--- src/rtl/cfs_edge_detect_multi_if.sv ---
// Bundles the control inputs and status outputs of the multi-channel edge detector.
// Pure wiring, no latency of its own.
// No backpressure; every signal is a level or a single-cycle strobe.
interface cfs_edge_detect_multi_if #(
  parameter int WIDTH  = 8,
  parameter int FILT_W = 4
);
  logic [WIDTH-1:0]   data;
  logic [2*WIDTH-1:0] mode;
  logic [FILT_W-1:0]  filter_len;
  logic [WIDTH-1:0]   irq_en;
  logic [WIDTH-1:0]   clr;
  logic [WIDTH-1:0]   detected;
  logic [WIDTH-1:0]   status;
  logic [WIDTH-1:0]   overflow;
  logic               irq;

  // Register/stimulus side: drives inputs, observes results.
  modport master (
    output data, mode, filter_len, irq_en, clr,
    input  detected, status, overflow, irq
  );

  // Detector side.
  modport slave (
    input  data, mode, filter_len, irq_en, clr,
    output detected, status, overflow, irq
  );
endinterface

--- src/rtl/cfs_edge_detect_multi.sv ---
// Per-channel synchroniser, glitch filter, edge qualifier, sticky status/overflow and irq.
// Latency: SYNC_STAGES + filter_len cycles from first sample of data to detected/status.
// No backpressure; events are never stalled, repeat events while status is set raise overflow.
module cfs_edge_detect_multi #(
  parameter int               WIDTH       = 8,
  parameter int               SYNC_STAGES = 2,   // legal range 1..4
  parameter int               FILT_W      = 4,
  parameter logic [WIDTH-1:0] RESET_VAL   = '0
) (
  input  logic                    clk,
  input  logic                    reset,
  cfs_edge_detect_multi_if.slave  ed_if
);

  if (SYNC_STAGES < 1 || SYNC_STAGES > 4) begin : g_bad_sync_stages
    $error("SYNC_STAGES must be in 1..4");
  end

  logic [WIDTH-1:0]  sync_q [SYNC_STAGES];
  logic [WIDTH-1:0]  sync_out;
  logic [WIDTH-1:0]  stab_q, stab_d;
  logic [FILT_W-1:0] cnt_q [WIDTH];
  logic [FILT_W-1:0] cnt_d [WIDTH];
  logic [WIDTH-1:0]  qual;
  logic [WIDTH-1:0]  detected_q;
  logic [WIDTH-1:0]  status_q, status_d;
  logic [WIDTH-1:0]  overflow_q, overflow_d;

  assign sync_out = sync_q[SYNC_STAGES-1];

  // Synchroniser chain: stage 0 samples the raw input, the last stage feeds the filter.
  always_ff @(posedge clk) begin
    if (reset) begin
      for (int s = 0; s < SYNC_STAGES; s++) sync_q[s] <= RESET_VAL;
    end else begin
      sync_q[0] <= ed_if.data;
      for (int s = 1; s < SYNC_STAGES; s++) sync_q[s] <= sync_q[s-1];
    end
  end

  // Glitch filter and edge qualification; >= lets a lowered filter_len release a running count.
  always_comb begin
    stab_d = stab_q;
    qual   = '0;
    for (int i = 0; i < WIDTH; i++) begin
      cnt_d[i] = '0;
      if (sync_out[i] == stab_q[i]) begin
        cnt_d[i] = '0;
      end else if (cnt_q[i] >= ed_if.filter_len) begin
        stab_d[i] = sync_out[i];
        cnt_d[i]  = '0;
        // stab keeps tracking even when the channel is disabled, so enabling it later is quiet
        case (ed_if.mode[2*i +: 2])
          2'b01:   qual[i] = sync_out[i];
          2'b10:   qual[i] = ~sync_out[i];
          2'b11:   qual[i] = 1'b1;
          default: qual[i] = 1'b0;
        endcase
      end else begin
        cnt_d[i] = cnt_q[i] + 1'b1;
      end
    end
  end

  // Sticky flags: a new event beats clr for status, clr beats a new event for overflow.
  always_comb begin
    status_d   = qual | (status_q & ~ed_if.clr);
    overflow_d = ~ed_if.clr & (overflow_q | (qual & status_q));
  end

  // Filter state, detected pulse and sticky flags.
  always_ff @(posedge clk) begin
    if (reset) begin
      stab_q     <= RESET_VAL;
      for (int i = 0; i < WIDTH; i++) cnt_q[i] <= '0;
      detected_q <= '0;
      status_q   <= '0;
      overflow_q <= '0;
    end else begin
      stab_q     <= stab_d;
      for (int i = 0; i < WIDTH; i++) cnt_q[i] <= cnt_d[i];
      detected_q <= qual;
      status_q   <= status_d;
      overflow_q <= overflow_d;
    end
  end

  assign ed_if.detected = detected_q;
  assign ed_if.status   = status_q;
  assign ed_if.overflow = overflow_q;
  // Gated by reset so the interrupt drops in the same cycle reset is applied.
  assign ed_if.irq      = ~reset & (|(status_q & ed_if.irq_en));

endmodule

--- src/flat_wrapper.sv ---
// flat-port wrapper written by rule: the top's interface ports become plain ports
module cfs_edge_detect_multi_flat 
#(
  parameter int               WIDTH       = 8,
  parameter int               SYNC_STAGES = 2,                      
  parameter int               FILT_W      = 4,
  parameter logic [WIDTH-1:0] RESET_VAL   = '0
)
  (clk, reset, ed_if_data, ed_if_mode, ed_if_filter_len, ed_if_irq_en, ed_if_clr, ed_if_detected, ed_if_status, ed_if_overflow, ed_if_irq);
  cfs_edge_detect_multi_if #(.WIDTH(WIDTH), .FILT_W(FILT_W)) ed_if_i ();
  input  logic clk;
  input  logic reset;
  input wire logic [$bits(ed_if_i.data)-1:0] ed_if_data;
  input wire logic [$bits(ed_if_i.mode)-1:0] ed_if_mode;
  input wire logic [$bits(ed_if_i.filter_len)-1:0] ed_if_filter_len;
  input wire logic [$bits(ed_if_i.irq_en)-1:0] ed_if_irq_en;
  input wire logic [$bits(ed_if_i.clr)-1:0] ed_if_clr;
  output wire logic [$bits(ed_if_i.detected)-1:0] ed_if_detected;
  output wire logic [$bits(ed_if_i.status)-1:0] ed_if_status;
  output wire logic [$bits(ed_if_i.overflow)-1:0] ed_if_overflow;
  output wire logic [$bits(ed_if_i.irq)-1:0] ed_if_irq;
  assign ed_if_i.data = ed_if_data;
  assign ed_if_i.mode = ed_if_mode;
  assign ed_if_i.filter_len = ed_if_filter_len;
  assign ed_if_i.irq_en = ed_if_irq_en;
  assign ed_if_i.clr = ed_if_clr;
  assign ed_if_detected = ed_if_i.detected;
  assign ed_if_status = ed_if_i.status;
  assign ed_if_overflow = ed_if_i.overflow;
  assign ed_if_irq = ed_if_i.irq;
  cfs_edge_detect_multi #(.WIDTH(WIDTH), .SYNC_STAGES(SYNC_STAGES), .FILT_W(FILT_W), .RESET_VAL(RESET_VAL)) u_core (.clk(clk), .reset(reset), .ed_if(ed_if_i));
endmodule
--- config.mk ---
export PLATFORM = sky130hd
export DESIGN_NAME = cfs_edge_detect_multi_flat
export DESIGN_NICKNAME = d
export VERILOG_FILES = /design/src/rtl/cfs_edge_detect_multi_if.sv /design/src/rtl/cfs_edge_detect_multi.sv /design/src/flat_wrapper.sv
export SDC_FILE = /design/constraint.sdc
export NUM_CORES = 1
export LEC_CHECK = 0
export CAP_MARGIN = 20
export CORE_MARGIN = 1
export CORE_UTILIZATION = 54
export CTS_BUF_LIST = sky130_fd_sc_hd__clkbuf_8
export DETAILED_ROUTE_END_ITERATION = 7
export GPL_TIMING_DRIVEN = 0
export PLACE_DENSITY = 0.9
export SLEW_MARGIN = 15
export SYNTH_ARGS = -nofsm -noshare
export SYNTH_HDL_FRONTEND = slang
export SYNTH_SLANG_ARGS = --single-unit
--- constraint.sdc ---
create_clock -name clk -period 2 [get_ports clk]
set_clock_uncertainty 0.2 [all_clocks]
set_input_delay 0.4 -clock clk [delete_from_list [all_inputs] [get_ports clk]]
set_output_delay 0.4 -clock clk [all_outputs]
set_load 0.01 [all_outputs]
==> results of run 1 <==
metrics by stage:
stage	worst slack [ps]	power (mW)	instances	setup TNS, ps	util [%]
6_report	51.6	3.22	566	0	74.0
2_1_floorplan	236	1.86	382	0	-
3_3_place_gp	-663	1.99	547	-37610	67.6
5_1_grt	0.502	3.33	566	0	74.0
3_5_place_dp	-696	2.01	547	-42100	67.6
4_1_cts	5.72	3.21	566	0	74.0
power by group through the flow:
stage / Combinational (mW) / Clock, mW / Sequential (mW)
floorplan: 0.196 / 0 / 1.67
global placement: 0.323 / 0 / 1.67
detailed placement: 0.337 / 0 / 1.67
CTS: 0.373 / 1.20 / 1.63
global route: 0.408 / 1.29 / 1.64
finish: 0.378 / 1.21 / 1.63
critical path, cell delays in order:
cell             delay [ps]
clkdlybuf4s50_1         420
a22oi_2                 230
a41oi_1                 130
buf_2                   160
cell families after synthesis:
| kind of cell | after synthesis |
|---|---|
| AOI/OAI and AO/OA | 69 |
| xor gates and xnor gates | 24 |
| adders and majority gates | 40 |
| buffers and inverters | 25 |
| DFF | 80 |
| and+or+nand+nor | 144 |
worst max-delay path by stage:
stage | cells after the start | start | end
after CTS | 1 | u_core.ed_if.status[5] | ed_if_status[5]
after floorplan | 6 | ed_if_filter_len[2] | u_core.stab_q[6]
final | 4 | ed_if_irq_en[0] | ed_if_irq
after detailed placement | 6 | ed_if_filter_len[0] | u_core.cnt_q[0][14]
after global placement | 4 | reset | ed_if_irq
after global routing | 4 | ed_if_irq_en[4] | ed_if_irq
cells in the final DEF, fill, tap and decap left out, types with 16 or more instances in the layout:
master / netlist / routed
nor2b_1: 16 / 16
o31ai_1: 16 / 16
ha_1: 40 / 26
nor2_1: 56 / 53
nand2_1: 24 / 24
xnor2_1: 16 / 16
clkdlybuf4s50_1: 0 / 64
inv_1: 19 / 18
dfxtp_1: 80 / 77
sequential cells by signal (all words and copies together), names as in the netlist:
signal / count
u_core.cnt_q: 32
u_core.ed_if.detected: 8
u_core.ed_if.overflow: 8
u_core.ed_if.status: 8
u_core.stab_q: 8
u_core.sync_q: 16
cell type report:
class | instances | area share, %
clock buffer | 11 | 3.01
buffer | 6 | 0.498
sequential | 80 | 31.9
tap | 96 | 2.39
timing repair buffer | 72 | 14.8
inverter | 19 | 1.64
clock inverter | 5 | 0.946
multi-input combinational | 277 | 44.8
per-layer routing:
metal | track usage (%) | vias to the layer above | routed length, um
met1 | 32.8 | 1435 | 3950
met2 | 48.7 | 106 | 4730
met5 | 0 | - | 0
met3 | 4.81 | 23 | 438
met4 | 13.3 | 0 | 245
li1 | - | 1503 | -
repair_timing:
action                                 4_1_cts  5_1_grt
setup endpoints to repair                   66       17
hold buffers                                 0        0
cloned                                       0        0
pin swaps                                   13        2
buffers inserted                             3        0
endpoints found under the hold margin        0        0
gates resized for setup                     41        2
==> qor.json, run 1 <==
{
  "synthMostInstantiatedCell": "dfxtp_1",
  "share_of_flip_flops_with_an_asynchronous_set_or_reset_after_synthesis_pct": 0,
  "fp.dieH_um": 85.7,
  "die-area_sq_um": 7340,
  "timing.max_slew.rel_slack_pct": 55.4,
  "yosys.area_share.xor_xnor_pct": 5.56,
  "hold_class": "reg2reg",
  "setup_viol": 0,
  "synth.yosys.seq_area_share_pct": 42.3,
  "synth.top_cell.area_share_pct": 42.3,
  "cts.sinks": 80,
  "fp.dieW_um": 85.7,
  "buffer_cell_driving_the_clock_tree_root": "clkbuf_8",
  "seq_power_share_pct": 50.7,
  "count_of_unique_library_cells_instantiated_by_yosys": 26,
  "syn_area_per_cell_sq_um": 9.90,
  "drt-pass1-iter-count": 4,
  "largest_net_degree_at_the_start_of_global_routing": 13,
  "power.switching_uw": 765,
  "gr-total-overflow": 0,
  "fillers": 436,
  "routed-via-count": 3067,
  "clock_tree.buffer_depth": 2,
  "endpoint_with_the_worst_hold_slack": "u_core.sync_q[0][9]",
  "status": "finished, final reports clean",
  "rows": 30,
  "ff_latch_count_synth": 80,
  "finalWirelength_um": 9360,
  "cell_depth_of_the_worst_min_delay_path": 1,
  "layout.cell_area.non_filler_sq_um": 5030,
  "synth_enable_flop_cells": 0,
  "pwr_density_cell_nw_per_um2": 641,
  "initial_core_util_pct": 55.7,
  "cts.reportedPaths.clkPinSlew_ps": 80,
  "maxCapViolCount": 0,
  "syn_area_sq_um": 3780,
  "synth_mux_area_share_pct": 0,
  "worst-setup-path-type": "in2out",
  "synthCells": 382,
  "post_synthesis_net_count": 468,
  "multiInputGateArea_sq_um": 2250,
  "flow.area_growth_from_synthesis_pct": 32.9,
  "tightest_slew_ps": 669,
  "dpl.hpwl_um": 6500,
  "core_region_area_sq_um": 6790,
  "ctsHtreeMaxLevel": 3,
  "internal_cell_power_mw": 2.46,
  "final-max-slew-violation-count": 0,
  "routed_wire_length_per_instance_um": 16.5,
  "p_comb_share_pct": 11.7,
  "hold_violations": 0,
  "n_antenna_cell": 0,
  "fin_worst_hold_slack_ps": 246,
  "final.min_clock_period_ps": 1950,
  "tritoncts.num_buffers": 9,
  "buffer_ports.inserted": 69,
  "max-vdd-ir-drop_mv": 0.412,
  "gr-usage-all-layers_pct": 27.7,
  "power.share.clock_pct": 37.5,
  "post_synth_and_or_nand_nor_area_fraction_pct": 20.3,
  "power_switching_share_pct": 23.7,
  "nets": 551,
  "first_pass_grt_wire_length_um": 15500,
  "finalWeightedCongestion": 0.843,
  "ios": 71,
  "share_of_cells_above_drive_strength_1_pct": 16.2,
  "clock_tree_from_tritoncts": "built",
  "endpoint_kind": "output port",
  "cellLeakagePower_nw": 1.89,
  "worst_r2r_path_depth": 6,
  "synth_fa_ha_area_share_pct": 13.2,
  "reg2reg_from": "u_core.cnt_q[0][28]",
  "holdCritStartpoint": "u_core.sync_q[0][1]",
  "register_area_sq_um": 1610,
  "drt-initial-drc-count": 154,
  "drcViolationCount": 0,
  "synth_largest_area_cell": "dfxtp_1",
  "timing.critical_path.arrival_ps": 1350,
  "detail_route.vias_per_cell": 5.42,
  "post_synthesis_compound_gate_area_fraction_pct": 16.1,
  "timing.reg2reg.setup_slack_ps": 110,
  "period_share_pct": 97.4,
  "number_of_antenna_violations_at_the_first_check_in_global_routing": 0,
  "worst_skew_pair.late_latency_ps": 350,
  "yosys_most_used_dff": "dfxtp_1",
  "timing.fmax_mhz": 513,
  "synth_warn": 0,
  "synth_top_family_by_area": "simple AND/OR/NAND/NOR gates",
  "yosys-top-cells-area": "dfxtp_1 42%, ha_1 13%, a2111oi_4 5.8%, nor2_1 5.6%, xnor2_1 3.7%",
  "postRouteAntennaNets": 0,
  "timing.critical_path.fanout_max": 1,
  "postPlaceCellArea_sq_um": 4590,
  "setup.worst_path.start_class": "input pin",
  "grt_pass1_vias": 3221,
  "rsz0062_at_grt": "no",
  "cp.required_ps": 1400,
  "critical_path.reg2reg.endpoint": "u_core.cnt_q[0][29]",
  "ys_top_cells_by_count": "80 x dfxtp_1, 56 x nor2_1, 40 x ha_1"
}
No activity file was read; power rests on OpenSTA's default activity.
==> inputs of run 2 (changes only) <==
CORE_UTILIZATION = 58   (was 54)
PLACE_DENSITY = 0.95   (was 0.9)
clock period = 2.4 ns   (was 2 ns; I/O delays follow)
==> qor.json, run 2 (synthesis results as in run 1) <==
{
  "status": "finished, final reports clean",
  "clock_tree.buffer_depth": 2,
  "timing.fmax_mhz": 423,
  "die-area_sq_um": 6850,
  "max-vdd-ir-drop_mv": 0.464,
  "layout.cell_area.non_filler_sq_um": 4840,
  "power_switching_share_pct": 22.8,
  "gr-total-overflow": 0,
  "most-common-layout-cells": "80 x dfxtp_1, 67 x clkdlybuf4s50_1, 56 x nor2_1",
  "worst-setup-path-type": "in2reg",
  "critical-path-slowest-cell": "clkdlybuf4s50_1",
  "nets": 552,
  "hold_class": "reg2reg",
  "maxCapViolCount": 0,
  "postPlaceCellArea_sq_um": 4570,
  "drt-initial-drc-count": 179,
  "cellLeakagePower_nw": 1.92,
  "routed-via-count": 3140,
  "drt-pass1-iter-count": 4,
  "first_pass_grt_wire_length_um": 15300,
  "hold_violations": 0,
  "pwr_density_cell_nw_per_um2": 587,
  "n_antenna_cell": 0,
  "period_share_pct": 98.6,
  "cp.required_ps": 2480,
  "cts.reportedPaths.clkPinSlew_ps": 80,
  "worst_skew_pair.late_latency_ps": 350,
  "gr-usage-all-layers_pct": 31.0,
  "initial_core_util_pct": 59.9,
  "endpoint_kind": "flop",
  "setup_viol": 0,
  "tightest_slew_ps": 756,
  "p_comb_share_pct": 10.6,
  "timing.critical_path.fanout_max": 5,
  "number_of_antenna_violations_at_the_first_check_in_global_routing": 0,
  "postLayoutCoreUtil_pct": 76.7,
  "final.min_clock_period_ps": 2370,
  "power.share.clock_pct": 41.5,
  "cell_family_with_the_largest_share_of_critical_path_delay": "buffers and inverters",
  "worstPathBufferInverterCount": 3,
  "cts.sinks": 80,
  "timing.critical_path.arrival_ps": 2450,
  "power.switching_uw": 649,
  "ctsHtreeMaxLevel": 3,
  "dpl.hpwl_um": 6530,
  "finalWeightedCongestion": 0.862,
  "largest_net_degree_at_the_start_of_global_routing": 14,
  "fp.dieH_um": 82.8,
  "slowest_delay_ps": 530,
  "flow.area_growth_from_synthesis_pct": 28.1,
  "share_of_cells_above_drive_strength_1_pct": 11.0,
  "clock_tree_from_tritoncts": "built",
  "timing.max_slew.rel_slack_pct": 49.6,
  "fp.dieW_um": 82.8,
  "ios": 71,
  "buffer_cell_driving_the_clock_tree_root": "clkbuf_8",
  "drcViolationCount": 0,
  "seq_power_share_pct": 47.9,
  "postRouteAntennaNets": 0,
  "internal_cell_power_mw": 2.19,
  "rows": 29,
  "setup.worst_path.start_class": "input pin",
  "worstPathCellList": "clkdlybuf4s50_1 > clkinvlp_4 > buf_4 > ha_1 > a2111oi_4 > o21ai_1 > nor2_1",
  "largest_reg_flops": 32,
  "final-max-slew-violation-count": 0,
  "tritoncts.num_buffers": 9,
  "detail_route.vias_per_cell": 5.73,
  "grt_pass1_vias": 3240,
  "routed_wire_length_per_instance_um": 17.8,
  "registers.top_by_ff_count": "u_core.cnt_q",
  "reg_top3": "u_core.cnt_q (32), u_core.sync_q (16)",
  "buffer_ports.inserted": 69,
  "finalWirelength_um": 9770,
  "layout.cells.most_common": "dfxtp_1",
  "core_region_area_sq_um": 6310
}
==> run 2: cell count changes in the layout (fill, tap and decap cells not counted), moves of 3 or more <==
| cell | delta |
|---|---|
| buf_12 | -3 |
| nor2_1 | +3 |
| dfxtp_2 | -3 |
| ha_2 | -3 |
| buf_4 | +4 |
| nor2_2 | -3 |
| ha_1 | +14 |
| clkdlybuf4s50_1 | +3 |
| dfxtp_1 | +3 |
| ha_4 | -11 |
==> run 2: what timing repair did <==
| action | CTS | global route |
|---|---|---|
| setup buffers | 0 | 4 |
| pin swaps | 0 | 1 |
| hold buffers | 0 | 0 |
| endpoints found under the setup margin | 35 | 4 |
| resized for setup | 5 | 4 |
==> run 2: power groups by stage <==
| stage | Sequential (mW) | Clock (mW) | Combinational, mW |
|---|---|---|---|
| after floorplan | 1.39 | 0 | 0.163 |
| after global placement | 1.39 | 0 | 0.270 |
| after detailed placement | 1.39 | 0 | 0.282 |
| after CTS | 1.36 | 1.17 | 0.291 |
| after global routing | 1.36 | 1.24 | 0.324 |
| final | 1.36 | 1.18 | 0.300 |
==> run 2: final cells by class <==
cell class              instances  area, sq um
clock buffers                   9          124
plain buffers                   6         25.0
flip-flops and latches         80         1600
fillers                       391         1470
inverters                      19         75.1
repair buffers                 73          718
clock inverters                 7          111
well taps                      77         96.3
multi-input cells             277         2090
==> run 2: final timing paths <==
path | from | endpoint | slack, ps | depth (start not counted)
setup / recovery | ed_if_filter_len[1] | u_core.cnt_q[0][11] | 30 | 7
hold / removal | u_core.sync_q[0][2] | u_core.sync_q[0][10] | 240 | 1
setup reg to reg | u_core.cnt_q[0][24] | u_core.stab_q[6] | 390 | 6
hold reg to reg | u_core.sync_q[0][2] | u_core.sync_q[0][10] | 240 | 1
==> run 2: routing by layer <==
| layer | up-vias | track usage, % | routed length, um |
|---|---|---|---|
| met2 | 112 | 55.3 | 5020 |
| met4 | 0 | 17.6 | 353 |
| met1 | 1504 | 33.9 | 3860 |
| met3 | 32 | 6.37 | 537 |
| met5 | - | 0 | 0 |
| li1 | 1492 | - | - |
==> run 2: through the flow <==
| step | setup slack (ps) | hold slack, ps | setup TNS [ps] | std cells | power [mW] |
|---|---|---|---|---|---|
| after floorplan | 556 | 214 | 0 | 382 | 1.55 |
| after global placement | -421 | 218 | -18040 | 528 | 1.66 |
| after detailed placement | -415 | 223 | -21950 | 528 | 1.67 |
| after CTS | 99.9 | 242 | 0 | 544 | 2.82 |
| after global routing | -25.6 | 264 | -75.8 | 548 | 2.92 |
| final | 33.7 | 241 | 0 | 548 | 2.84 |
